**config.mk**
```make
export PLATFORM = sky130hd
export DESIGN_NAME = bs_normalizer_flat
export DESIGN_NICKNAME = d
export VERILOG_FILES = /design/src/rtl/bs_pkg.sv /design/src/rtl/bs_normalizer_if.sv /design/src/rtl/bs_norm_stage.sv /design/src/rtl/bs_normalizer.sv /design/src/flat_wrapper.sv
export SDC_FILE = /design/constraint.sdc
export NUM_CORES = 1
export LEC_CHECK = 0
export CORE_ASPECT_RATIO = 0.6
export CORE_UTILIZATION = 33
export CTS_CLUSTER_SIZE = 16
export DETAILED_ROUTE_END_ITERATION = 12
export PLACE_DENSITY = 0.53
export SLEW_MARGIN = 20
export SYNTH_ARGS = -nofsm -noshare
export SYNTH_HDL_FRONTEND = slang
export SYNTH_HIERARCHICAL = 1
export SYNTH_SLANG_ARGS = --single-unit
```
**constraint.sdc**
```tcl
create_clock -name clk -period 7.8 [get_ports clk]
set_clock_uncertainty 0.15 [all_clocks]
set_input_delay 1.95 -clock clk [delete_from_list [all_inputs] [get_ports clk]]
set_output_delay 1.95 -clock clk [all_outputs]
set_load 0.005 [all_outputs]
```
**src/rtl/bs_pkg.sv**
```systemverilog
// Shared types and defaults for the shift datapath (barrel shifter and normalizer).
package bs_pkg;

    localparam int DATA_W_DEF  = 32;
    localparam int SHIFT_W_DEF = 5;

    typedef enum logic [1:0] {
        IDLE  = 2'd0,
        SHIFT = 2'd1,
        DONE  = 2'd2
    } bs_norm_state_t;

endpackage

```
**src/rtl/bs_normalizer_if.sv**
```systemverilog
// Valid/ready bus of the normalizer: the slave modport is the block, the master modport
// is whoever feeds it words and consumes its results.
interface bs_normalizer_if #(
    parameter int DATA_W  = 32,
    parameter int SHIFT_W = $clog2(DATA_W)
) ();

    logic               in_valid;
    logic               in_ready;
    logic [DATA_W-1:0]  data_in;
    logic               out_valid;
    logic               out_ready;
    logic [DATA_W-1:0]  data_out;
    logic [SHIFT_W-1:0] shift_amt;
    logic               zero;

    modport slave (
        input  in_valid, data_in, out_ready,
        output in_ready, out_valid, data_out, shift_amt, zero
    );

    modport master (
        output in_valid, data_in, out_ready,
        input  in_ready, out_valid, data_out, shift_amt, zero
    );

endinterface

```
**src/rtl/bs_norm_stage.sv**
```systemverilog
// One binary-search step of the leading-zero count: if the top 2^k bits are all zero,
// the word is shifted left by 2^k and hit is raised.
module bs_norm_stage
    import bs_pkg::*;
#(
    parameter int DATA_W  = DATA_W_DEF,
    parameter int SHIFT_W = $clog2(DATA_W)
) (
    input  logic [DATA_W-1:0]  w,
    input  logic [SHIFT_W-1:0] k,
    output logic [DATA_W-1:0]  w_out,
    output logic               hit
);

    logic [SHIFT_W-1:0] amt;
    logic [DATA_W-1:0]  top_mask;

    always_comb begin
        amt      = SHIFT_W'(1) << k;
        top_mask = ~({DATA_W{1'b1}} >> amt);
        hit      = (w & top_mask) == '0;
        w_out    = hit ? (w << amt) : w;
    end

endmodule

```
**src/rtl/bs_normalizer.sv**
```systemverilog
// Multi-cycle normalizer: left-justifies a word and reports the shift amount used.
// Define BS_NORM_EARLY_EXIT_EN to skip the search for words with MSB set or all zeros.
module bs_normalizer
    import bs_pkg::*;
#(
    parameter int DATA_W  = DATA_W_DEF,
    parameter int SHIFT_W = $clog2(DATA_W)
) (
    input  logic        clk,
    input  logic        reset,
    bs_normalizer_if.slave bus
);

    bs_norm_state_t     state_q, state_d;
    logic [DATA_W-1:0]  w_q, w_d;
    logic [SHIFT_W-1:0] acc_q, acc_d;
    logic [SHIFT_W-1:0] k_q, k_d;
    logic [DATA_W-1:0]  data_out_q, data_out_d;
    logic [SHIFT_W-1:0] shift_amt_q, shift_amt_d;
    logic               zero_q, zero_d;

    logic [DATA_W-1:0]  stage_w;
    logic               stage_hit;

    bs_norm_stage #(
        .DATA_W  (DATA_W),
        .SHIFT_W (SHIFT_W)
    ) u_stage (
        .w     (w_q),
        .k     (k_q),
        .w_out (stage_w),
        .hit   (stage_hit)
    );

    always_comb begin
        state_d     = state_q;
        w_d         = w_q;
        acc_d       = acc_q;
        k_d         = k_q;
        data_out_d  = data_out_q;
        shift_amt_d = shift_amt_q;
        zero_d      = zero_q;
        case (state_q)
            IDLE: begin
                if (bus.in_valid) begin
                    w_d     = bus.data_in;
                    acc_d   = '0;
                    k_d     = SHIFT_W'(SHIFT_W - 1);
                    state_d = SHIFT;
`ifdef BS_NORM_EARLY_EXIT_EN
                    if (bus.data_in[DATA_W-1] || (bus.data_in == '0)) begin
                        state_d     = DONE;
                        data_out_d  = bus.data_in;
                        shift_amt_d = bus.data_in[DATA_W-1] ? '0 : SHIFT_W'(DATA_W - 1);
                        zero_d      = !bus.data_in[DATA_W-1];
                    end
`endif
                end
            end
            SHIFT: begin
                w_d = stage_w;
                if (stage_hit) begin
                    acc_d = acc_q + (SHIFT_W'(1) << k_q);
                end
                // The last stage commits straight into the output registers.
                if (k_q == '0) begin
                    state_d     = DONE;
                    data_out_d  = stage_w;
                    shift_amt_d = acc_d;
                    zero_d      = (stage_w == '0);
                end else begin
                    k_d = k_q - SHIFT_W'(1);
                end
            end
            DONE: begin
                if (bus.out_ready) begin
                    state_d = IDLE;
                end
            end
            default: state_d = IDLE;
        endcase
    end

    always_ff @(posedge clk or posedge reset) begin
        if (reset) begin
            state_q     <= IDLE;
            w_q         <= '0;
            acc_q       <= '0;
            k_q         <= '0;
            data_out_q  <= '0;
            shift_amt_q <= '0;
            zero_q      <= 1'b0;
        end else begin
            state_q     <= state_d;
            w_q         <= w_d;
            acc_q       <= acc_d;
            k_q         <= k_d;
            data_out_q  <= data_out_d;
            shift_amt_q <= shift_amt_d;
            zero_q      <= zero_d;
        end
    end

    assign bus.in_ready  = (state_q == IDLE) && !reset;
    assign bus.out_valid = (state_q == DONE);
    assign bus.data_out  = data_out_q;
    assign bus.shift_amt = shift_amt_q;
    assign bus.zero      = zero_q;

endmodule

```
**src/flat_wrapper.sv**
```systemverilog
// flat-port wrapper written by rule: the top's interface ports become plain ports
module bs_normalizer_flat import bs_pkg::*;
#(
    parameter int DATA_W  = DATA_W_DEF,
    parameter int SHIFT_W = $clog2(DATA_W)
)
  (clk, reset, bus_in_valid, bus_data_in, bus_out_ready, bus_in_ready, bus_out_valid, bus_data_out, bus_shift_amt, bus_zero);
  bs_normalizer_if #(.DATA_W(DATA_W), .SHIFT_W(SHIFT_W)) bus_i ();
  input  logic clk;
  input  logic reset;
  input wire logic [$bits(bus_i.in_valid)-1:0] bus_in_valid;
  input wire logic [$bits(bus_i.data_in)-1:0] bus_data_in;
  input wire logic [$bits(bus_i.out_ready)-1:0] bus_out_ready;
  output wire logic [$bits(bus_i.in_ready)-1:0] bus_in_ready;
  output wire logic [$bits(bus_i.out_valid)-1:0] bus_out_valid;
  output wire logic [$bits(bus_i.data_out)-1:0] bus_data_out;
  output wire logic [$bits(bus_i.shift_amt)-1:0] bus_shift_amt;
  output wire logic [$bits(bus_i.zero)-1:0] bus_zero;
  assign bus_i.in_valid = bus_in_valid;
  assign bus_i.data_in = bus_data_in;
  assign bus_i.out_ready = bus_out_ready;
  assign bus_in_ready = bus_i.in_ready;
  assign bus_out_valid = bus_i.out_valid;
  assign bus_data_out = bus_i.data_out;
  assign bus_shift_amt = bus_i.shift_amt;
  assign bus_zero = bus_i.zero;
  bs_normalizer #(.DATA_W(DATA_W), .SHIFT_W(SHIFT_W)) u_core (.clk(clk), .reset(reset), .bus(bus_i));
endmodule
```
==> results of run 1 <==
[registers in the layout, indices dropped and copies added (netlist names)]
signal                count
u_core/k_q                5
u_core/bus.shift_amt      5
u_core/w_q               32
u_core/state_q            2
u_core/bus.data_out      32
u_core/bus.zero           1
u_core/acc_q              5
[critical path, delay by kind of cell]
| family | cells | cell delay (ns) |
|---|---|---|
| and+or+nand+nor | 1 | 0.14 |
| buffers and inverters | 2 | 0.95 |
[worst paths after layout]
check                                   startpoint                 endpoint  slack (ns)  cells after the start
min in group asynchronous                    reset            u_core/k_q[3]        2.02                      3
setup reg to reg                     u_core/k_q[0]          u_core/bus.zero        2.82                     10
setup / recovery                             reset             bus_in_ready        2.65                      3
max in group asynchronous                    reset            u_core/k_q[0]        4.94                      3
hold / removal             u_core/bus.shift_amt[2]  u_core/bus.shift_amt[2]        0.32                      2
hold reg to reg            u_core/bus.shift_amt[2]  u_core/bus.shift_amt[2]        0.32                      2
[logic make-up (layout without fill, tap and decap cells)]
family | Yosys count | in the layout | synth area share (%)
AO/OA/AOI/OAI | 158 | 158 | 18.3
XOR/XNOR | 5 | 5 | 0.756
adder cells (fa/ha/maj) | 7 | 7 | 1.64
buffers and inverters | 58 | 112 | 4.97
flip-flops | 82 | 82 | 35.4
multiplexers | 123 | 123 | 24.2
AND/OR/NAND/NOR | 169 | 169 | 14.7
[power by group through the flow]
stage          clock network [mW]  logic (mW)  registers (mW)
6_report                    0.527        2.48           0.943
5_1_grt                     0.558        2.68           0.976
4_1_cts                     0.539        2.46           0.939
3_5_place_dp                    0        2.45           0.944
3_3_place_gp                    0        2.41           0.935
2_1_floorplan                   0        1.76           0.823
[through the flow]
step / hold WS (ns) / cell area, sq um / power, mW / util [%] / std cells
finish: 0.324 / 7050 / 3.95 / 41.0 / 890
global placement: 0.311 / 6690 / 3.35 / 39.0 / 876
global route: 0.372 / 7050 / 4.21 / 41.0 / 890
detailed placement: 0.320 / 6690 / 3.39 / 39.0 / 876
CTS: 0.336 / 7050 / 3.93 / 41.0 / 890
floorplan: 0.323 / 5800 / 2.58 / - / 602
[per-layer routing]
layer / share of wire, % / vias to the layer above / wire length, um
met4: 0.63 / 0 / 119
li1: - / 2350 / -
met1: 51 / 2484 / 9550
met3: 7.5 / 10 / 1400
met2: 41 / 182 / 7700
met5: 0 / - / 0
[placed cells by master, fill, tap and decap left out, types with 3 or more instances in the layout]
cell type         n
a21o_1            3
o21ai_0          54
nand2b_1          7
a21oi_1          27
nor2_1           20
o211ai_1          4
and3_1            5
a22o_1            6
clkbuf_16         9
a32o_1            9
mux2i_1          67
nand3_1           8
mux4_2            4
o22ai_1           8
xnor2_1           4
nand4_1           4
o2bb2ai_1         6
dfrtp_1          81
ha_1              6
nand2_1          86
nor4_1           12
inv_1            12
buf_4             8
a31oi_1           3
mux2_4           15
mux2_2           37
a22oi_1          10
a41oi_1           3
nor3_1            4
bufinv_16         4
clkdlybuf4s50_1  75
[cell type report]
type                       instances  area share [%]
inverter                          14           0.763
clock inverter                     5            1.83
timing repair buffer              84            11.7
tap                              234            4.15
multi-input combinational        462            49.3
clock buffer                       9            3.19
sequential                        82            29.1
==> impl_results.md, run 1 <==
- Status: finished clean
- Yosys top cell by area: dfrtp_1
- Logic pwr share: 62.8%
- Synth Area per Inst: 9.63 sq um
- Initial antenna violation count: 0
- Post-route setup slack: 2.65 ns
- Lkg Pwr: 2.89 nW
- Die Span X: 173 um
- Seq/Total Area, Yosys: 35.4%
- Switching Fraction: 48.5%
- Post-layout net count: 696
- Clock root buffer: clkbuf_16
- Antenna diode count: 0
- Die Ht: 105 um
- Worst Setup End Kind: primary output
- Total CTS buffers: 9
- Area of the multi-input gates: 3470 sq um
- Sw power: 1.91 mW
- Sequential cell area: 2050 sq um
- Grt met1 use: 31.8%
- Data arrival, critical path: 3.05 ns
- Routed Antenna Nets: 0
- Post-Place Worst Slack: 2.64 ns
- Total setup buffers inserted after CTS: 0
- CTS resizes: 0
- Crit share post-route: 66.0%
- Gpl congestion: 0.879
- Share of cells above drive strength 1: 15.9%
- CP Class: in -> out
- Min-delay worst type: reg -> reg
- Synth async-reset ratio: 100%
- Worst skew pair latency: 0.34 ns
- Synth Warn #: 6
- Via/cell ratio: 5.65
- CTS clk-pin slew, worst paths: 0.06 ns
- Iter 0 DRT Violations: 468
- Max Cap Viol: 0
- DR pass1 iterations: 5
- Met3 Resource Use GR: 6.33%
- Crit-path most repeated cell: clkdlybuf4s50_1
- P_int: 2.03 mW
- VDD IR max: 0.188 mV
- Via count: 5026
- Syn nets: 645
- Max Slew Vio Count: 0
- CP peak stage delay: 0.52 ns
- Initial Util: 33.7%
- IO Port Bufs: 75
- Yosys cell types: 73
- Rows: 37
- Fin. Hold Viols: 0
- Met2 global-route usage: 29.2%
- H-tree level count: 3
- Kind of start point of the critical path: input pin
- Num Clock Sinks: 82
- Post-synth design cell area: 5800 sq um
- Vias in the first global route: 4915
- Pwr dens: 560 nW/um^2
- Top FF cell, synth: dfrtp_1
- Fillers: 1664
- Total gr overflow: 0
- Fin crit period: 5.15 ns
- Remaining DRCs: 0
- Largest net degree at the start of global routing: 83
- #FFs+latches synth: 82
- CTS Buffer Depth: 2
- Post-synth EDFFs: 0
- Final setup TNS: 0 ns
- Die area: 18100 sq um
- Final setup fails: 0
- Normalized max-slew margin: 32.1%
- Post-DR wirelength/cell: 21.1 um
- Core ar.: 17200 sq um
- Clk network pwr share: 13.4%
- Synth top area share: 35.4%
- Synth top area cells: dfrtp_1, mux2i_1, mux2_2
- HPWL Detailed: 13200 um
- RSZ-0062 raised after global routing: false
- CTS tree: done
- Count leader, synth: nand2_1
- F_max: 0.194 GHz
- Worst-path cell chain: clkdlybuf4s50_1 -> nor3_1 -> clkdlybuf4s50_1
- Req. time, crit path: 5.70 ns
- Mapped Cells: 602
- Busiest grt layer: met1
- Worst slew pin tran: 1.02 ns
- Slowest stage cell, crit path: clkdlybuf4s50_1
- GR Util All Layers: 21.0%
- Area grow syn2layout: 21.6%
- WL final: 18800 um
- # IOs: 76
- Commonest cells in the synthesized netlist: nand2_1, dfrtp_1, mux2i_1
- First-pass GRT wire length: 29500 um
- Critical Path Fanout Max: 2
- Hold-fix buffers at CTS: 0
- Sequential power share: 23.9%
Note: power is estimated with default switching activity, not from simulation.
==> inputs of run 2 (changes only) <==
Clock period 7.8 ns to 5 ns, I/O delays scaled along.
==> run 2 against run 1 <==
Sequential power is 55% higher. Utilization rose by 0.12 points. Clock-buffer cell count up 2. Worst setup slack got worse by 1.8 ns. Critical endpoint is now u_core/bus.zero.
==> impl_results.md, run 2 (same netlist as run 1, synthesis figures left out) <==
- Pwr dens: 864 nW/um^2 (+54%)
- Num Clock Sinks: 82 (unchanged)
- Remaining DRCs: 0 (unchanged)
- Final setup TNS: 0 ns (unchanged)
- # IOs: 76 (unchanged)
- Total gr overflow: 0 (unchanged)
- Fin crit period: 4.17 ns
- CTS resizes: 0 (unchanged)
- Kind of start point of the critical path: register
- Final instance area: 7070 sq um (+0.30%)
- Worst Reg-to-Reg Cells: 9 (-1)
- Routed Antenna Nets: 0 (unchanged)
- P_int: 3.12 mW (+54%)
- Overall power: 6.11 mW (+55%)
- Area grow syn2layout: 22.0%
- Status: finished clean
- Req. time, crit path: 5.09 ns (-0.61 ns)
- Data arrival, critical path: 4.26 ns (+1.21 ns)
- Largest net degree at the start of global routing: 49 (-41%)
- Post-layout net count: 704 (+1.1%)
- Fillers: 1698 (+2.0%)
- Critical Path Fanout Max: 20 (+18)
- DR pass1 iterations: 7 (+2)
- Via count: 5072 (+0.92%)
- Logic pwr share: 64.1% (+1.3 points)
- CP Class: reg -> reg
- Via/cell ratio: 5.64 (-0.21%)
- Initial Util: 33.7% (unchanged)
- Most frequent cells in the layout: nand2_1, dfrtp_1, clkdlybuf4s50_1
- Core ar.: 17200 sq um (unchanged)
- Vias in the first global route: 4939 (+0.49%)
- Iter 0 DRT Violations: 553 (+18%)
- IO Port Bufs: 75 (unchanged)
- Die Span X: 173 um (unchanged)
- Post-Place Worst Slack: 0.972 ns (-1.67 ns)
- Die Ht: 105 um (unchanged)
- Sequential power share: 23.8% (about the same)
- Max Slew Vio Count: 0 (unchanged)
- Min-delay worst type: reg -> reg
- Initial antenna violation count: 0 (unchanged)
- Clk network pwr share: 12.1% (-1.3 points)
- Total CTS buffers: 9 (unchanged)
- Non-filler instance count after layout: 900 (+1.1%)
- Dpl cells: 884 (+0.91%)
- Gpl congestion: 0.910 (+3.5%)
- F_max: 0.240 GHz
- Hold path depth: 2 (unchanged)
- Fin. Hold Viols: 0 (unchanged)
- Antenna diode count: 0 (unchanged)
- GR Util All Layers: 21.4% (+0.42 points)
- Worst skew pair latency: 0.34 ns (about the same)
- Clock root buffer: clkbuf_16
- Die area: 18100 sq um (unchanged)
- Placement Cell Area: 6750 sq um (+0.90%)
- Switching Fraction: 48.9% (+0.43 points)
- Share of cells above drive strength 1: 16.8% (+0.96 points)
- Post-DR wirelength/cell: 21.1 um (+0.13%)
- Rows: 37 (unchanged)
- Post-route setup slack: 0.828 ns (-1.82 ns)
- CTS clk-pin slew, worst paths: 0.07 ns (about the same)
- CTS Buffer Depth: 2 (unchanged)
- Hold-fix buffers at CTS: 0 (unchanged)
- Worst slew pin tran: 1.05 ns (+0.0297 ns)
- Max Cap Viol: 0 (unchanged)
- Normalized max-slew margin: 29.9% (-2.2 points)
- RSZ-0062 raised after global routing: false
- Worst Setup End Kind: register
- H-tree level count: 3 (unchanged)
- First-pass GRT wire length: 30000 um (+1.9%)
- Commonest non-fill, non-tap cell in the layout: nand2_1
- CTS tree: done
- VDD IR max: 0.300 mV (+59%)
- Final setup fails: 0 (unchanged)
- Crit share post-route: 83.4%
- HPWL Detailed: 14100 um (+7.1%)
- Total setup buffers inserted after CTS: 0 (unchanged)
- Lkg Pwr: 2.91 nW (+0.67%)
- WL final: 19000 um (+1.3%)
- Sw power: 2.99 mW (+56%)
[run 2: area by class of cell]
type,instances,area (sq um),area share [%]
Multi-Input combinational cell,462,3470,49.1
Clock buffer,11,233,3.29
Sequential cell,82,2050,29.0
Tap cell,234,293,4.14
Timing Repair Buffer,92,878,12.4
Inverter,14,53.8,0.761
Clock inverter,5,86.3,1.22
[run 2: through the flow]
step	hold WS (ns)	utilization, %
after global placement	0.312	39.3
after global routing	0.372	41.2
final	0.329	41.2
after floorplan	0.323	-
after detailed placement	0.326	39.3
after CTS	0.342	41.2
[run 2: path summary, 6_finish.rpt]
path	to	slack [ns]	startpoint
worst max-delay path	u_core/bus.zero	0.83	u_core/k_q[2]
worst min-delay path	u_core/bus.shift_amt[3]	0.33	u_core/bus.shift_amt[3]
worst max register to register	u_core/bus.zero	0.83	u_core/k_q[2]
worst min register to register	u_core/bus.shift_amt[3]	0.33	u_core/bus.shift_amt[3]
max in group asynchronous	u_core/w_q[15]	2.76	reset
min in group asynchronous	u_core/state_q[1]	1.18	reset
[run 2: routing by layer]
| metal | GRT usage [%] | up-vias | wire (um) | share of wire (%) |
|---|---|---|---|---|
| li1 | - | 2366 | - | - |
| met1 | 32.7 | 2504 | 9870 | 52 |
| met2 | 31.1 | 180 | 7770 | 41 |
| met3 | 4.00 | 22 | 1120 | 5.9 |
| met4 | 4.11 | 0 | 233 | 1.2 |
| met5 | 0 | - | 0 | 0 |
[run 2: power by group through the flow]
stage               logic (mW)  clock network, mW  registers [mW]
finish                    3.92              0.737            1.46
global route              4.27              0.782            1.51
CTS                       3.90              0.756            1.46
detailed placement        3.89                  0            1.46
global placement          3.87                  0            1.45
floorplan                 2.74                  0            1.28
[run 2: critical path, stage by stage, from the launching register on]
cell and delay, ns:
dfrtp_1 0.71, o21ai_0 0.34, o211ai_1 0.30, a21boi_2 0.56, nand2_2 0.37, inv_2 0.33
mux2_2 0.40, nor4_1 0.34, nand4_1 0.29, o31ai_1 0.27
==> inputs of run 3 (changes only) <==
Clock period 5 ns to 3.97 ns, I/O delays scaled along.
==> run 3 against run 2 <==
The flow now finishes with violations (DRC). Cell count rose by 1.7%. Clock power rose by 23%. Utilization rose by 1.0 points. Maximum frequency rose by 13%. Design area rose by 2.5%.
==> impl_results.md, run 3 (same netlist as run 1, synthesis figures left out) <==
- Worst Setup End Kind: register
- Worst skew pair latency: 0.34 ns (about the same)
- RSZ-0062 raised after global routing: false
- Worst Setup SP: u_core/k_q[2]
- Crit path capture: u_core/bus.zero
- Status: finished, violations left
- Gpl congestion: 0.913 (+0.35%)
- Pwr dens: 1100 nW/um^2 (+27%)
- # IOs: 76 (unchanged)
- Iter 0 DRT Violations: 547 (-1.1%)
- GR Util All Layers: 22.5% (+1.0 points)
- Post-DR wirelength/cell: 21.8 um (+3.4%)
- CTS clk-pin slew, worst paths: 0.07 ns (about the same)
- DR pass1 iterations: 10 (+3)
- Core ar.: 17200 sq um (unchanged)
- VDD IR max: 0.368 mV (+23%)
- Clock root buffer: clkbuf_16
- CP peak stage delay: 0.53 ns (-0.18 ns)
- Vias in the first global route: 4848 (-1.8%)
- Final setup fails: 0 (unchanged)
- Hold-fix buffers at CTS: 0 (unchanged)
- Fin crit period: 3.69 ns (-0.480 ns)
- Antenna diode count: 0 (unchanged)
- Num Clock Sinks: 82 (unchanged)
- Share of cells above drive strength 1: 18.9% (+2.1 points)
- Max Cap Viol: 0 (unchanged)
- Normalized max-slew margin: 45.3% (+15 points)
- P_int: 4.09 mW (+31%)
- Crit path max-delay family: compound AO/OA/AOI/OAI gates
- CTS Buffer Depth: 2 (unchanged)
- Final instance area: 7250 sq um (+2.5%)
- Routed Antenna Nets: 0 (unchanged)
- Failing checks: DRC
- Rows: 37 (unchanged)
- Initial Util: 33.7% (unchanged)
- HPWL Detailed: 14600 um (+3.8%)
- Die Ht: 105 um (unchanged)
- Fin. Hold Viols: 0 (unchanged)
- Critical Path Fanout Max: 14 (-30%)
- Worst-path cell chain: buf_4 -> o22a_1 -> o211ai_1 -> a21boi_4 -> nand2_2 -> inv_2 -> mux2_2 -> nor4_1 -> nand4_1 -> o31ai_1
- Most frequent cells in the layout: nand2_1, dfrtp_1, clkdlybuf4s50_1
- Kind of start point of the critical path: register
- Sw power: 3.88 mW (+30%)
- Logic pwr share: 65.8% (+1.7 points)
- Register-to-register setup slack: 0.28 ns (-0.55 ns)
- Post-layout net count: 719 (+2.1%)
- Sequential power share: 22.8% (-1.0 points)
- Hold WS: 0.328 ns (-0.00165 ns)
- Switching Fraction: 48.7% (-0.21 points)
- Via count: 5116 (+0.87%)
- Worst Reg-to-Reg Cells: 10 (+1)
- Worst path depth: 10 (+1)
- Data arrival, critical path: 3.79 ns (-0.47 ns)
- First-pass GRT wire length: 31100 um (+3.4%)
- Placement Cell Area: 6900 sq um (+2.3%)
- H-tree level count: 3 (unchanged)
- Crit share post-route: 93.0% (+9.6 points)
- Initial antenna violation count: 0 (unchanged)
- F_max: 0.271 GHz (+13%)
- Via/cell ratio: 5.59 (-0.79%)
- Min-delay worst type: reg -> reg
- Clk network pwr share: 11.4% (-0.7 points)
- Largest net degree at the start of global routing: 43 (-12%)
- Final setup TNS: 0 ns (unchanged)
- Slowest stage cell, crit path: dfrtp_1
- Lkg Pwr: 3.00 nW (+3.1%)
- WL final: 20000 um (+5.2%)
- IO Port Bufs: 75 (unchanged)
- Die area: 18100 sq um (unchanged)
- Reg2reg start: u_core/k_q[2]
- Req. time, crit path: 4.07 ns (-1.02 ns)
- Total gr overflow: 0 (unchanged)
- Reg2reg end: u_core/bus.zero
- Die Span X: 173 um (unchanged)
- Remaining DRCs: 2 (+2)
- Commonest non-fill, non-tap cell in the layout: nand2_1
- Area grow syn2layout: 25.1%
- Fillers: 1674 (-1.4%)
- CP Class: reg -> reg
- Crit path buffers/inverters: 2 (+1)
- Worst slew pin tran: 0.818 ns (-0.231 ns)
- Total CTS buffers: 9 (unchanged)
- CTS tree: done
- Max Slew Vio Count: 0 (unchanged)
## run 3: cell count changes in the layout (fill, tap and decap cells not counted)
cell | before | now
bufinv_16 | 2 | 1
clkinvlp_4 | 0 | 3
a21boi_4 | 0 | 1
a21boi_2 | 1 | 0
clkinv_4 | 2 | 0
clkbuf_8 | 0 | 2
clkbuf_1 | 2 | 0
buf_12 | 0 | 5
buf_4 | 17 | 27
## run 3: area by class of cell
type | instances | area (sq um) | area share (%)
well taps | 234 | 293 | 4.04
clock buffers | 11 | 253 | 3.49
multi-input cells | 462 | 3480 | 48.0
clock inverters | 5 | 61.3 | 0.846
repair buffers | 107 | 1050 | 14.5
inverters | 14 | 53.8 | 0.742
flip-flops and latches | 82 | 2050 | 28.3
## run 3: worst min-delay path by stage
stage | to | slack, ns | cells past startpoint | start
4_1_cts | u_core/bus.shift_amt[1] | 0.34 | 2 | u_core/bus.shift_amt[1]
2_1_floorplan | u_core/bus.zero | 0.32 | 2 | u_core/bus.zero
6_report | u_core/bus.shift_amt[1] | 0.33 | 2 | u_core/bus.shift_amt[1]
3_5_place_dp | u_core/bus.shift_amt[1] | 0.32 | 2 | u_core/bus.shift_amt[1]
5_1_grt | u_core/bus.data_out[4] | 0.37 | 1 | u_core/bus.data_out[4]
3_3_place_gp | u_core/bus.shift_amt[0] | 0.31 | 2 | u_core/bus.shift_amt[0]
## run 3: per-stage QoR
step	instances	utilization, %	setup slack, ns	power, mW
after global placement	896	40.2	0.372	6.92
after detailed placement	896	40.2	0.226	6.96
after global routing	915	42.2	0.0954	8.52
after CTS	912	42.0	0.202	7.90
after floorplan	602	-	0.719	5.07
final	915	42.2	0.279	7.97
## run 3: power by group through the flow
stage / combinational, mW / sequential (mW) / clock [mW]
after floorplan: 3.46 / 1.62 / 0
after global placement: 5.11 / 1.81 / 0
after detailed placement: 5.14 / 1.81 / 0
after CTS: 5.16 / 1.80 / 0.929
after global routing: 5.69 / 1.88 / 0.960
final: 5.25 / 1.82 / 0.906
## run 3: repair_timing
action / in CTS / in global routing
resized for setup: 0 / 1
endpoints found under the setup margin: 0 / 1
hold endpoints to repair: 0 / 0
buffers inserted: 0 / 3
## run 3: per-layer routing
layer	vias to the layer above	track usage, %	part of all wire (%)
li1	2389	-	-
met1	2518	35.9	53
met2	195	30.8	40
met3	14	3.78	6.5
met4	0	4.36	0.99
met5	-	0	0
## run 3: worst min-delay path, stage by stage, from the launching register on
cell and delay [ns]:
dfrtp_1 0.34, nand2_1 0.04, o21ai_0 0.06
